==> config.mk <==
export PLATFORM = sky130hd
export DESIGN_NAME = fp32_p8_pipe
export DESIGN_NICKNAME = d
export VERILOG_FILES = /design/src/rtl/fp32_p8_pipe.sv
export SDC_FILE = /design/constraint.sdc
export NUM_CORES = 1
export LEC_CHECK = 0
export ABC_AREA = 1
export CAP_MARGIN = 25
export CORE_MARGIN = 4
export CORE_UTILIZATION = 40
export CTS_BUF_LIST = sky130_fd_sc_hd__clkbuf_2 sky130_fd_sc_hd__clkbuf_4 sky130_fd_sc_hd__clkbuf_8
export DETAILED_ROUTE_END_ITERATION = 8
export GPL_ROUTABILITY_DRIVEN = 0
export SKIP_LAST_GASP = 1
export SYNTH_ARGS = -nofsm -noshare
export SYNTH_HDL_FRONTEND = slang
export SYNTH_SLANG_ARGS = --single-unit
==> constraint.sdc <==
create_clock -name clk -period 6.2 [get_ports clk]
set_input_delay 0.62 -clock clk [delete_from_list [all_inputs] [get_ports clk]]
set_output_delay 0.62 -clock clk [all_outputs]
set_load 0.01 [all_outputs]
==> src/rtl/fp32_p8_pipe.sv <==
// IEEE-754 binary32 to posit<8,0> converter: decode/classify stage then
// regime build, round-to-nearest-even and saturation stage, valid/ready on both sides.
module fp32_p8_pipe #(
  parameter int CNT_W = 16
) (
  input  logic             clk,
  input  logic             rst_n,
  input  logic             in_valid,
  output logic             in_ready,
  input  logic [31:0]      fp32,
  output logic             out_valid,
  input  logic             out_ready,
  output logic [7:0]       p8,
  output logic             out_sat,
  output logic             out_nar,
  output logic [CNT_W-1:0] sat_count,
  input  logic             clr_count
);

  typedef enum logic [2:0] {
    CLS_ZERO = 3'd0,
    CLS_NAR  = 3'd1,
    CLS_MAX  = 3'd2,
    CLS_MIN  = 3'd3,
    CLS_NORM = 3'd4
  } cls_t;

  logic              r_s1_valid;
  logic              r_s1_sign;
  logic [8:0]        r_s1_e;
  logic [22:0]       r_s1_man;
  cls_t              r_s1_cls;

  logic              r_s2_valid;
  logic [7:0]        r_p8;
  logic              r_sat;
  logic              r_nar;
  logic [CNT_W-1:0]  r_sat_count;

  logic              w_s1_adv;
  logic signed [8:0] w_e;
  cls_t              w_cls;

  logic              w_neg;
  logic [8:0]        w_nk;
  logic [8:0]        w_ones;
  logic [8:0]        w_rl;
  logic [31:0]       w_regime;
  logic [31:0]       w_frac;
  logic [31:0]       w_vec;
  logic [6:0]        w_body;
  logic              w_guard;
  logic              w_sticky;
  logic              w_rnd;
  logic [7:0]        w_sum;
  logic [6:0]        w_mag;
  logic              w_use_mag;
  logic              w_sat;
  logic              w_nar;
  logic [7:0]        w_fixed;
  logic [7:0]        w_res;

  assign w_s1_adv  = !r_s2_valid || out_ready;
  assign in_ready  = !r_s1_valid || w_s1_adv;
  assign out_valid = r_s2_valid;
  assign p8        = r_p8;
  assign out_sat   = r_sat;
  assign out_nar   = r_nar;
  assign sat_count = r_sat_count;

  assign w_e = $signed({1'b0, fp32[30:23]}) - 9'sd127;

  // Stage-1 classification of the incoming operand
  always_comb begin
    w_cls = CLS_NORM;
    if (fp32[30:23] == 8'd0) begin
      w_cls = CLS_ZERO;
    end else if (fp32[30:23] == 8'hFF) begin
      w_cls = CLS_NAR;
    end else if (w_e >= 9'sd6) begin
      w_cls = CLS_MAX;
    end else if (w_e <= -9'sd7) begin
      w_cls = CLS_MIN;
    end else begin
      w_cls = CLS_NORM;
    end
  end

  // Stage-1 register: sign, unbiased exponent, mantissa, class
  always_ff @(posedge clk) begin
    if (!rst_n) begin
      r_s1_valid <= 1'b0;
      r_s1_sign  <= 1'b0;
      r_s1_e     <= 9'd0;
      r_s1_man   <= 23'd0;
      r_s1_cls   <= CLS_ZERO;
    end else begin
      if (in_ready) begin
        r_s1_valid <= in_valid;
      end
      if (in_valid && in_ready) begin
        r_s1_sign <= fp32[31];
        r_s1_e    <= w_e;
        r_s1_man  <= fp32[22:0];
        r_s1_cls  <= w_cls;
      end
    end
  end

  // Regime and mantissa are MSB-aligned in one word so body/guard/sticky fall at fixed bits
  assign w_neg    = r_s1_e[8];
  assign w_nk     = 9'd0 - r_s1_e;
  assign w_ones   = r_s1_e + 9'd1;
  assign w_rl     = w_neg ? (w_nk + 9'd1) : (r_s1_e + 9'd2);
  assign w_regime = w_neg ? (32'h8000_0000 >> w_nk) : ~(32'hFFFF_FFFF >> w_ones);
  assign w_frac   = {r_s1_man, 9'd0} >> w_rl;
  assign w_vec    = w_regime | w_frac;
  assign w_body   = w_vec[31:25];
  assign w_guard  = w_vec[24];
  assign w_sticky = |w_vec[23:0];
  assign w_rnd    = w_guard && (w_sticky || w_body[0]);
  assign w_sum    = {1'b0, w_body} + {7'd0, w_rnd};

  // Stage-2 result selection, clamping and sign application
  always_comb begin
    w_mag     = 7'h00;
    w_use_mag = 1'b0;
    w_sat     = 1'b0;
    w_nar     = 1'b0;
    w_fixed   = 8'h00;
    case (r_s1_cls)
      CLS_ZERO: begin
        w_fixed = 8'h00;
      end
      CLS_NAR: begin
        w_fixed = 8'h80;
        w_nar   = 1'b1;
      end
      CLS_MAX: begin
        w_mag     = 7'h7F;
        w_use_mag = 1'b1;
        w_sat     = 1'b1;
      end
      CLS_MIN: begin
        w_mag     = 7'h01;
        w_use_mag = 1'b1;
        w_sat     = 1'b1;
      end
      CLS_NORM: begin
        w_use_mag = 1'b1;
        if (w_sum[7]) begin
          w_mag = 7'h7F;
        end else if (w_sum[6:0] == 7'h00) begin
          w_mag = 7'h01;
        end else begin
          w_mag = w_sum[6:0];
        end
      end
      default: begin
        w_fixed = 8'h00;
      end
    endcase
    if (w_use_mag && r_s1_sign) begin
      w_res = 8'd0 - {1'b0, w_mag};
    end else if (w_use_mag) begin
      w_res = {1'b0, w_mag};
    end else begin
      w_res = w_fixed;
    end
  end

  // Stage-2 output register, held while the consumer stalls
  always_ff @(posedge clk) begin
    if (!rst_n) begin
      r_s2_valid <= 1'b0;
      r_p8       <= 8'h00;
      r_sat      <= 1'b0;
      r_nar      <= 1'b0;
    end else begin
      if (w_s1_adv) begin
        r_s2_valid <= r_s1_valid;
      end
      if (w_s1_adv && r_s1_valid) begin
        r_p8  <= w_res;
        r_sat <= w_sat;
        r_nar <= w_nar;
      end
    end
  end

  // Saturating count of clamped results actually delivered; clear wins
  always_ff @(posedge clk) begin
    if (!rst_n) begin
      r_sat_count <= {CNT_W{1'b0}};
    end else if (clr_count) begin
      r_sat_count <= {CNT_W{1'b0}};
    end else if (r_s2_valid && out_ready && r_sat && (r_sat_count != {CNT_W{1'b1}})) begin
      r_sat_count <= r_sat_count + {{(CNT_W-1){1'b0}}, 1'b1};
    end else begin
      r_sat_count <= r_sat_count;
    end
  end

endmodule

Word-level counts from Yosys, hierarchy flattened
Index checks and enable logic that the tools add are counted.
{"block": "op_classes", "n_lt_le_gt_ge": 2, "n_reduce_logical": 18, "n_mux": 15, "add_sub_neg": 8, "shift": 3, "eq_ne": 6, "bitwise_logic": 3}
{"cell": "$shr A32 B9 Y32 const A", "n": 2}
{"cell": "$mux W32", "n": 1}
{"cell": "$not A32 Y32", "n": 1}
{"cell": "$or A32 B32 Y32", "n": 1}
{"cell": "$shr A32 B9 Y32", "n": 1}
{"cell": "$mux W8", "n": 3}
{"cell": "$reduce_or A24 Y1", "n": 1}
{"cell": "$pmux W7 S3", "n": 1}
{"cell": "$add A9 B1 Y9 const B", "n": 2}
{"cell": "$add A16 B1 Y16 const B", "n": 1}
{"cell": "$ne A16 B16 Y1 const B", "n": 1}
{"cell": "$mux W7", "n": 2}
{"cell": "$mux W3", "n": 4}
{"cell": "$add A9 B2 Y9 const B", "n": 1}
{"cell": "$ge A9 B4 Y1 const B", "n": 1}
{"cell": "$le A9 B4 Y1 const B", "n": 1}
{"cell": "$mux W9", "n": 1}
{"cell": "$sub A1 B9 Y9 const A", "n": 1}
{"cell": "$sub A8 B7 Y9 const B", "n": 1}
{"cell": "$add A7 B1 Y8", "n": 1}
{"cell": "$eq A8 B8 Y1 const B", "n": 1}
{"cell": "$logic_not A8 Y1", "n": 1}
{"cell": "$sub A1 B7 Y8 const A", "n": 1}
{"cell": "$logic_and A1 B1 Y1", "n": 7}
{"cell": "10 further kinds", "n": 17}
{"block": "totals", "regBits": 64, "word_cells": 65, "inputBits": 37}

Longest topological paths before layout
Gate-level depths: netlist of run 1.
{"block": "depth", "word_depth": 15, "ltp_mapped": 43, "depth_no_buf": 39}

Worst setup path after synthesis of run 1
OpenSTA, ideal clock, no wires.
{"block": "synth_timing", "path_kind": "register to register", "startpoint": "register r_s1_e[0]", "endpoint": "register r_p8[2], in the netlist p8[2]", "path_slack_ps": 2037, "path_buffers": 3, "t_arrival_ps": 4047, "stages_incl_launch_ff": 40, "cell_sequence": "dfxtp_1 buf_6 inv_2 buf_2 ha_1 nand2_1 inv_1 nand3_1 nor2_2 nand4_1 nand2_1 nand2_1 nand2_1 nand2_2 buf_4 nand3_1 nand3_1 nand3_1 [4 not listed] inv_1 ha_1 inv_1 nand3_1 a21oi_1 nand3_1 nor2_1 nand3_1 nand2_1 inv_1 nand2_1 nand2_2 ha_1 nor2_1 xnor2_1 nand2_1 o211ai_1 inv_1"}
{"block": "synth_between", "elab_chain_len": 15, "elab_cells_between_ends": 22, "cone_classes": "add/sub (6); shift (3); mux (7); bitwise (2); reduce/logical (4)"}
{"item": "start: declaration", "line": "30", "text": "logic [8:0] r_s1_e;"}
{"item": "start signal: assignment", "line": "103", "text": "r_s1_e <= w_e;"}
{"item": "$sub A1 B9 Y9 / $add A9 B1 Y9 (equally long branches)", "line": "112, 113"}
{"item": "$add A9 B1 Y9 / $shr A32 B9 Y32 (equally long branches)", "line": "114, 115"}
{"item": "$mux W9 / $not A32 Y32 (equally long branches)", "line": "114, 115"}
{"item": "$shr A32 B9 Y32 / $mux W32 (equally long branches)", "line": "116, 115"}
{"item": "$or A32 B32 Y32 (*)", "line": "117", "text": "assign w_vec = w_regime | w_frac;"}
{"item": "$reduce_or A24 Y1", "line": "120", "text": "assign w_sticky = |w_vec[23:0];"}
{"item": "$logic_or A1 B1 Y1", "line": "121", "text": "assign w_rnd = w_guard && (w_sticky || w_body[0]);"}
{"item": "$logic_and A1 B1 Y1", "line": "121"}
{"item": "$add A7 B1 Y8 (*)", "line": "122", "text": "assign w_sum = {1'b0, w_body} + {7'd0, w_rnd};"}
{"item": "$logic_not A7 Y1", "line": "153", "text": "end else if (w_sum[6:0] == 7'h00) begin"}
{"item": "$mux W7", "line": "153"}
{"item": "$mux W7 (*)", "line": "151", "text": "if (w_sum[7]) begin"}
{"item": "$pmux W7 S3 (*)", "line": "131", "text": "case (r_s1_cls)"}
{"item": "$sub A1 B7 Y8 / $mux W8 (equally long branches)", "line": "164, 165"}
{"item": "$mux W8 (*)", "line": "163", "text": "if (w_use_mag && r_s1_sign) begin"}
{"item": "end signal: assignment", "line": "184", "text": "r_p8 <= w_res;"}
{"item": "end: declaration", "line": "35", "text": "logic [7:0] r_p8;"}
Mark *: on every way between the ends. The rest lies on a longest branch, timed or not.
A chain may end at the register's enable or synchronous reset.

Worst setup path after layout of run 1
Ends and elaborated chain as after synthesis.

==> metrics.txt, run 1 <==
crit path max fanout=56; number of gates resized after CTS=0; Mapped Nets=986; Yosys Warn Count=0; EDFF count, synth=0; count of final hold-check violations=0; actual slew at the worst max-slew pin=0.921 ns; P_int=0.841 mW; Final Non-Filler Cells=1155; switch share=39.0%; DRT Pass-1 Iters=5; Synth Instances=937; share of layout cells above drive strength 1=6.03%; initial antenna violation count=0; clock skew=0.0102 ns; max-slew violations=0; Synth async-reset ratio=0%; HP Class=reg -> reg; Max Root-Sink Buffers=2; FP Rows=42; Synth cell types=49; leakage=2.77 nW; part of the cycle the worst path needs=85.0%; Synth area leaders=dfxtp_1 (23%), nand2_1 (15%), nand3_1 (12%), nor2_1 (9.0%), o21ai_0 (6.0%); Post-CTS Setup Inserts=0; CP most frequent cell=nand2_1; Max transition margin=38.5%; Area Overhead vs Synth=16.6%; drt drc=0; fin nets=1023; largest net degree at the start of global routing=57; clock share of power=29.6%; Worst Hold Depth=2; synthesis-stage register bit count=64; first-pass GRT wire length=25.7 mm; ANT nets after route=0; number of max-cap violations=0; Worst-path clk slew=0.08 ns; Tot Pwr=1.38 mW; final wirelength=15.2 mm; Sequential Power Share=33.5%; final setup margin=0.932 ns; placed cells=1139; commonest non-fill, non-tap cell in the layout=nand2_1; Top FF cell, synth=dfxtp_1; Die Span Y=125 um; chip width=125 um; status=finished, final reports clean; reg-to-reg startpoint=r_s1_e[0]; Psw=0.538 mW; Max H-tree Level=3; clock root cell=clkbuf_8; vias post-DR=6006; DPL Wire Length=11.6 mm; VDD IR max=0.0999 mV; Critical Path Start=r_s1_e[0]; fin crit period=5.27 ns; power share of the combinational group=36.8%; post-synthesis sequential area ratio=23.4%; most frequent cells in the layout=nand2_1 (225), nor2_1 (131), nand3_1 (131); CP peak stage delay=0.56 ns; Starting DRT DRC Count=529; CP required=6.44 ns; vias per std cell=5.20; Critical Path Sink Type=flip-flop; vias in the first global route=5463; clock latency at the later pin of the worst-skew pair=0.35 ns; CP Class=reg -> reg; cts bufs inserted=9; setup_tns=0 ns; port bufs=64; crit path to=p8[2]; cts hold-fix bufs=0; worst endpoint data arrival time=5.51 ns; clock sinks=64; post-synth top area cell=dfxtp_1; GRT overflow=0; Total Routing Usage GR=19.2%; fmax=190 MHz; slowest cell on the critical path=dfxtp_1; num ports=65; pre-CTS setup slack=0.961 ns; reg2reg setup slack=0.93 ns; top cell type's share of synthesized area=23.4%; FF-to-FF path depth=36; final hold slack=0.468 ns; Startpoint Class=flip-flop; Routed wire per std cell=13.2 um; Netlist Area Pre-Place=5480 um2; die area=15600 um2; antenna fix cells=0; Setup-failing EPs final=0; Initial Util=41.0%; power per standard cell area=216 nW/um2; Critical R2R Capture=p8[2]; core area=13300 um2; CTS tree=built; Synth Area per Inst=5.85 um2; RSZ-0062 raised after global routing=false
## cells in the mapped netlist, types with 2 or more instances
library cell  count
dfxtp_1          64
nor2_4            2
nand2_1         225
clkbuf_1         22
and2_1            2
nand3b_1          2
xor2_1           15
o21ai_2           3
ha_1             12
o21a_1            6
a211oi_1          2
nor4_1           10
nor2_1          131
o211ai_1          8
clkinv_1          2
nor3_1           14
buf_6             6
nand3_1         131
nand2_2           9
o21ai_0          66
nand3_2           2
nand4_1          22
o21ai_1           3
nor2_2            6
inv_2             7
buf_1             6
buf_2             7
a21oi_1          40
nand4_2           2
a31oi_1           3
inv_1            85
xnor2_1           4
buf_4             2
## worst min path at each step
stage	startpoint	to	slack (ns)
after floorplan	r_s1_sign	r_s1_sign	0.46
after global placement	out_nar	out_nar	0.46
after detailed placement	out_nar	out_nar	0.46
after CTS	out_nar	out_nar	0.47
after global routing	out_nar	out_nar	0.51
final	out_nar	out_nar	0.47
## per-layer routing
| layer | global-route usage, % | part of all wire [%] | vias to the layer above |
|---|---|---|---|
| met5 | 0 | 0 | - |
| met1 | 29.2 | 52 | 2638 |
| li1 | - | - | 3177 |
| met3 | 3.16 | 5.1 | 20 |
| met2 | 28.1 | 42 | 171 |
| met4 | 5.10 | 1.6 | 0 |
## stage by stage
stage	cell area [um2]	util (%)
2_1_floorplan	5480	-
3_3_place_gp	6160	46.2
3_5_place_dp	6160	46.2
4_1_cts	6390	47.9
5_1_grt	6390	47.9
6_report	6390	47.9
## kinds of logic after synthesis
| logic type | share of synthesized area [%] |
|---|---|
| compound gates | 14.8 |
| xor+xnor | 3.04 |
| fa+ha+maj | 2.74 |
| buf+inv | 10.5 |
| flops | 23.4 |
| simple gates | 45.5 |
## worst max-delay path, delay by kind of cell (launching register included)
| family | cells | cell delay [ns] |
|---|---|---|
| compound gates | 2 | 0.25 |
| buf+inv | 6 | 0.52 |
| simple gates | 24 | 2.87 |
| fa+ha+maj | 3 | 0.80 |
| xor+xnor | 1 | 0.13 |
| flops | 1 | 0.56 |
## final cells by class
type	count	area [um2]
clock buffers	9	124
well taps	176	220
flip-flops and latches	64	1280
repair buffers	69	678
multi-input cells	736	3630
clock inverters	7	103
inverters	94	353
fillers	1473	6960
## registers in the layout (all words and copies together) (netlist names)
signal / flops
out_nar: 1
r_s1_e: 9
out_valid: 1
r_s1_valid: 1
r_s1_man: 23
r_s1_cls: 3
out_sat: 1
p8: 8
sat_count: 16
r_s1_sign: 1
## power groups by stage
stage	combinational, mW	clock, mW	sequential (mW)
finish	0.508	0.409	0.462
detailed placement	0.506	0	0.471
floorplan	0.403	0	0.458
global route	0.584	0.436	0.466
CTS	0.507	0.419	0.461
global placement	0.509	0	0.472
Power figures use the tool's default switching activity.
==> run 2: changes to the inputs <==
Clock period 6.2 ns to 4.55 ns, I/O delays scaled along.
==> run 2 against run 1 <==
Against the previous run:
- global-route usage grew 0.34 points
- cell count grew 2.3%
- power up 41%
- non-clock buffer count rose by 24
- worst setup slack worse by 0.56 ns
- critical endpoint is now p8[6]
==> metrics.txt, run 2 (same netlist as run 1, synthesis figures left out) <==
status=finished, final reports clean; Die Span Y=125 um; Initial Util=41.0%; first-pass GRT wire length=26.0 mm; fin nets=1049; number of flip-flops in the largest register=23; fmax=239 MHz; Setup-failing EPs final=0; Routed wire per std cell=13.6 um; most frequent cells in the layout=nand2_1 (219), nor2_1 (129), nand3_1 (121); chip width=125 um; slowest cell on the critical path=dfxtp_2; cts hold-fix bufs=0; Max Root-Sink Buffers=2; Total Routing Usage GR=19.6%; cts bufs inserted=9; leakage=2.93 nW; port bufs=64; number of max-cap violations=0; CP required=4.79 ns; ANT nets after route=0; CTS tree=built; clock latency at the later pin of the worst-skew pair=0.35 ns; commonest non-fill, non-tap cell in the layout=nand2_1; CP Class=reg -> reg; final hold slack=0.473 ns; GRT overflow=0; power per standard cell area=287 nW/um2; crit path max fanout=5; fin util=50.5%; share of layout cells above drive strength 1=11.3%; Area Overhead vs Synth=23.1%; clock skew=0.0113 ns; vias in the first global route=5280; VDD IR max=0.145 mV; crit-path leading delay family=simple AND/OR/NAND/NOR gates; clock sinks=64; Critical Path Sink Type=flip-flop; drt drc=0; CP peak stage delay=0.38 ns; Startpoint Class=flip-flop; initial antenna violation count=0; num ports=65; Starting DRT DRC Count=484; WP buf/inv=3; FP Rows=42; vias post-DR=6152; actual slew at the worst max-slew pin=0.776 ns; Worst-path clk slew=0.07 ns; GR Util met2=29.2%; worst endpoint data arrival time=4.42 ns; gr busiest metal=met1; largest net degree at the start of global routing=40; DPL Wire Length=12.0 mm; Max transition margin=48.1%; HP Class=reg -> reg; part of the cycle the worst path needs=91.9%; die area=15600 um2; count of final hold-check violations=0; antenna fix cells=0; fin crit period=4.18 ns; clock root cell=clkbuf_8; final wirelength=16.0 mm; vias per std cell=5.21; Max H-tree Level=3; met1 track demand over resource=29.3%; DRT Pass-1 Iters=5; CP most frequent cell=nand3_1; max-slew violations=0; placed cells=1154; largest reg by FF count=r_s1_man; core area=13300 um2; met3 GRT Util=3.20%; Final Non-Filler Cells=1181
[run 2: cell count changes in the layout (fill, tap and decap cells not counted), sizes merged]
cell	before	now
clkinvlp	1	0
nand2	235	237
inv	94	92
buf	5	29
clkinv	4	6
clkbuf	9	10
[run 2: stage by stage]
step | area, um2 | setup WS, ns | total power, mW | TNS (ns)
floorplan | 5480 | 0.387 | 1.17 | 0
global placement | 6270 | 0.227 | 1.36 | 0
detailed placement | 6270 | 0.0700 | 1.36 | 0
CTS | 6490 | 0.0502 | 1.90 | 0
global route | 6740 | -0.0255 | 2.08 | -0.0255
finish | 6740 | 0.369 | 1.94 | 0
[run 2: path summary, 6_finish.rpt]
check / start / end / slack [ns] / cells past startpoint
setup reg to reg: r_s1_e[2] / p8[6] / 0.37 / 33
hold / removal: out_nar / out_nar / 0.47 / 2
setup / recovery: r_s1_e[2] / p8[6] / 0.37 / 33
hold reg to reg: out_nar / out_nar / 0.47 / 2
[run 2: what timing repair did]
item | CTS | global route
endpoints found under the setup margin | 0 | 6
resized for setup | 0 | 40
buffers inserted | 0 | 9
[run 2: power breakdown]
| part | switching (mW) | total (mW) | internal, mW | leakage [nW] |
|---|---|---|---|---|
| Clock | 0.219 | 0.532 | 0.312 | 0.113 |
| Combinational | 0.492 | 0.781 | 0.289 | 2.29 |
| Sequential | 0.0347 | 0.625 | 0.591 | 0.528 |
[run 2: final cells by class]
type / count / area [um2]
Clock inverter: 6 / 83.8
Tap cell: 176 / 220
Timing Repair Buffer: 93 / 878
Multi-Input combinational cell: 738 / 3780
Inverter: 94 / 355
Sequential cell: 64 / 1290
Clock buffer: 10 / 131
Fill cell: 1455 / 6610
[run 2: worst reg2reg max path: cells and delay by family, from the launching register on]
kind,cells,cell delay [ns]
AND/OR/NAND/NOR,25,2.46
adder cells (fa/ha/maj),3,0.59
flip-flops,1,0.38
buffers and inverters,3,0.30
XOR/XNOR,2,0.35
[run 2: layer usage]
layer,vias to the layer above,share of wire (%)
li1,3229,-
met1,2783,51
met2,126,43
met3,14,4.4
met4,0,1.0
met5,-,0
==> run 3: changes to the inputs <==
Clock period 4.55 ns to 5.1 ns, I/O delays scaled along.
==> run 3 against run 2 <==
Against the previous run:
- sequential share of layout area increased by 0.69 points
- critical path depth rose by 3
- cell count down 1.4%
- sequential power is 11% lower
- non-clock buffer count down 15
==> metrics.txt, run 3 (same netlist as run 1, synthesis figures left out) <==
status=finished, final reports clean; DPL Wire Length=12.1 mm; RSZ-0062 raised after global routing=false; CP peak stage delay=0.37 ns; num ports=65; FP Rows=42; CP most frequent cell=nand2_1; ANT nets after route=0; fin nets=1032; fmax=224 MHz; clock sinks=64; VDD IR max=0.149 mV; number of max-cap violations=0; Sequential Power Share=32.0%; Startpoint Class=flip-flop; chip width=125 um; Die Span Y=125 um; final hold slack=0.475 ns; largest net degree at the start of global routing=40; count of final hold-check violations=0; reg-to-reg startpoint=r_s1_e[1]; antenna fix cells=0; CTS tree=built; Max Root-Sink Buffers=2; hold path start=out_nar; largest reg by FF count=r_s1_man; vias per std cell=5.19; port bufs=64; cts bufs inserted=9; part of the cycle the worst path needs=87.6%; DRT Pass-1 Iters=5; Critical Path Sink Type=flip-flop; most frequent cells in the layout=nand2_1 (225), nor2_1 (131), nand3_1 (131); CP Class=reg -> reg; GRT overflow=0; Psw=0.658 mW; share of layout cells above drive strength 1=7.09%; Worst-path clk slew=0.08 ns; HP Class=reg -> reg; crit path max fanout=24; drt drc=0; initial antenna violation count=0; CP required=5.34 ns; clock share of power=31.3%; clock skew=0.00974 ns; cts hold-fix bufs=0; slowest cell on the critical path=dfxtp_2; setup_tns=0 ns; final wirelength=15.7 mm; FF-to-FF path depth=36; Worst Hold Depth=2; placed cells=1147; Initial Util=41.0%; Area Overhead vs Synth=18.3%; P_int=1.08 mW; Routed wire per std cell=13.5 um; commonest non-fill, non-tap cell in the layout=nand2_1; clock root cell=clkbuf_8; power per standard cell area=269 nW/um2; switch share=37.7%; leakage=2.83 nW; max-slew violations=0; Final Non-Filler Cells=1164; end of the worst hold path=out_nar; number of flip-flops in the largest register=23; actual slew at the worst max-slew pin=0.949 ns; clock latency at the later pin of the worst-skew pair=0.34 ns; Max transition margin=36.7%; Setup-failing EPs final=0; fin crit period=4.47 ns; power share of the combinational group=36.8%; Max H-tree Level=3; vias in the first global route=5533; reg2reg setup slack=0.63 ns; Total Routing Usage GR=19.9%; die area=15600 um2; Critical R2R Capture=p8[2]; core area=13300 um2; worst endpoint data arrival time=4.71 ns; Starting DRT DRC Count=429; vias post-DR=6039; first-pass GRT wire length=26.4 mm
==> run 3: cell count changes in the layout (fill, tap and decap cells not counted), moves of 3 or more <==
cell and delta:
buf_4 -14, clkinv_2 -3, ha_1 +3, nand2_1 +6, nand2_2 -4, nand2_4 -4, nand3_1 +10, nand3_2 -10
==> run 3: routing by layer <==
metal	share of wire, %	track usage, %	up-vias	wire length [um]
met5	0	0	-	0
met4	1.9	5.29	0	306
met3	4.4	3.28	30	697
met2	42	29.6	150	6580
met1	52	29.6	2665	8160
li1	-	-	3194	-
==> run 3: repair_timing <==
action                                  in CTS  in global routing
gates resized for setup                      0                  3
endpoints found under the setup margin       0                  4
buffers inserted                             0                  1
endpoints found under the hold margin        0                  0
==> run 3: worst max-delay path by stage <==
stage / from / endpoint
after floorplan: r_s1_e[0] / p8[2]
after global placement: r_s1_e[0] / p8[2]
after detailed placement: r_s1_e[0] / p8[2]
after CTS: r_s1_e[0] / p8[2]
after global routing: r_s1_e[1] / p8[6]
final: r_s1_e[1] / p8[2]
==> run 3: cell type report <==
class	instances	area [um2]
clock buffers	10	131
clock inverters	6	115
fillers	1423	6870
inverters	94	353
multi-input cells	736	3630
flip-flops and latches	64	1280
well taps	176	220
repair buffers	78	746
==> run 3: worst max-delay path: cells and delay by family, from the launching register on <==
family	cells	cell delay, ns
AND/OR/NAND/NOR	24	2.38
flip-flops	1	0.37
XOR/XNOR	1	0.13
buffers and inverters	6	0.46
AO/OA/AOI/OAI	2	0.25
adder cells (fa/ha/maj)	3	0.77
==> run 3: power groups by stage <==
| stage | sequential (mW) | combinational (mW) | clock [mW] |
|---|---|---|---|
| 2_1_floorplan | 0.557 | 0.490 | 0 |
| 4_1_cts | 0.556 | 0.638 | 0.559 |
| 5_1_grt | 0.561 | 0.732 | 0.584 |
| 3_5_place_dp | 0.567 | 0.636 | 0 |
| 6_report | 0.557 | 0.641 | 0.545 |
| 3_3_place_gp | 0.567 | 0.640 | 0 |
==> run 3: per-stage QoR <==
stage          instance area [um2]  setup slack [ns]  total power, mW  utilization, %
5_1_grt                       6480            0.0259             1.88            48.6
2_1_floorplan                 5480             0.937             1.05               -
6_report                      6480             0.632             1.74            48.6
3_5_place_dp                  6220             0.429             1.20            46.6
4_1_cts                       6470             0.408             1.75            48.5
3_3_place_gp                  6220             0.549             1.21            46.6
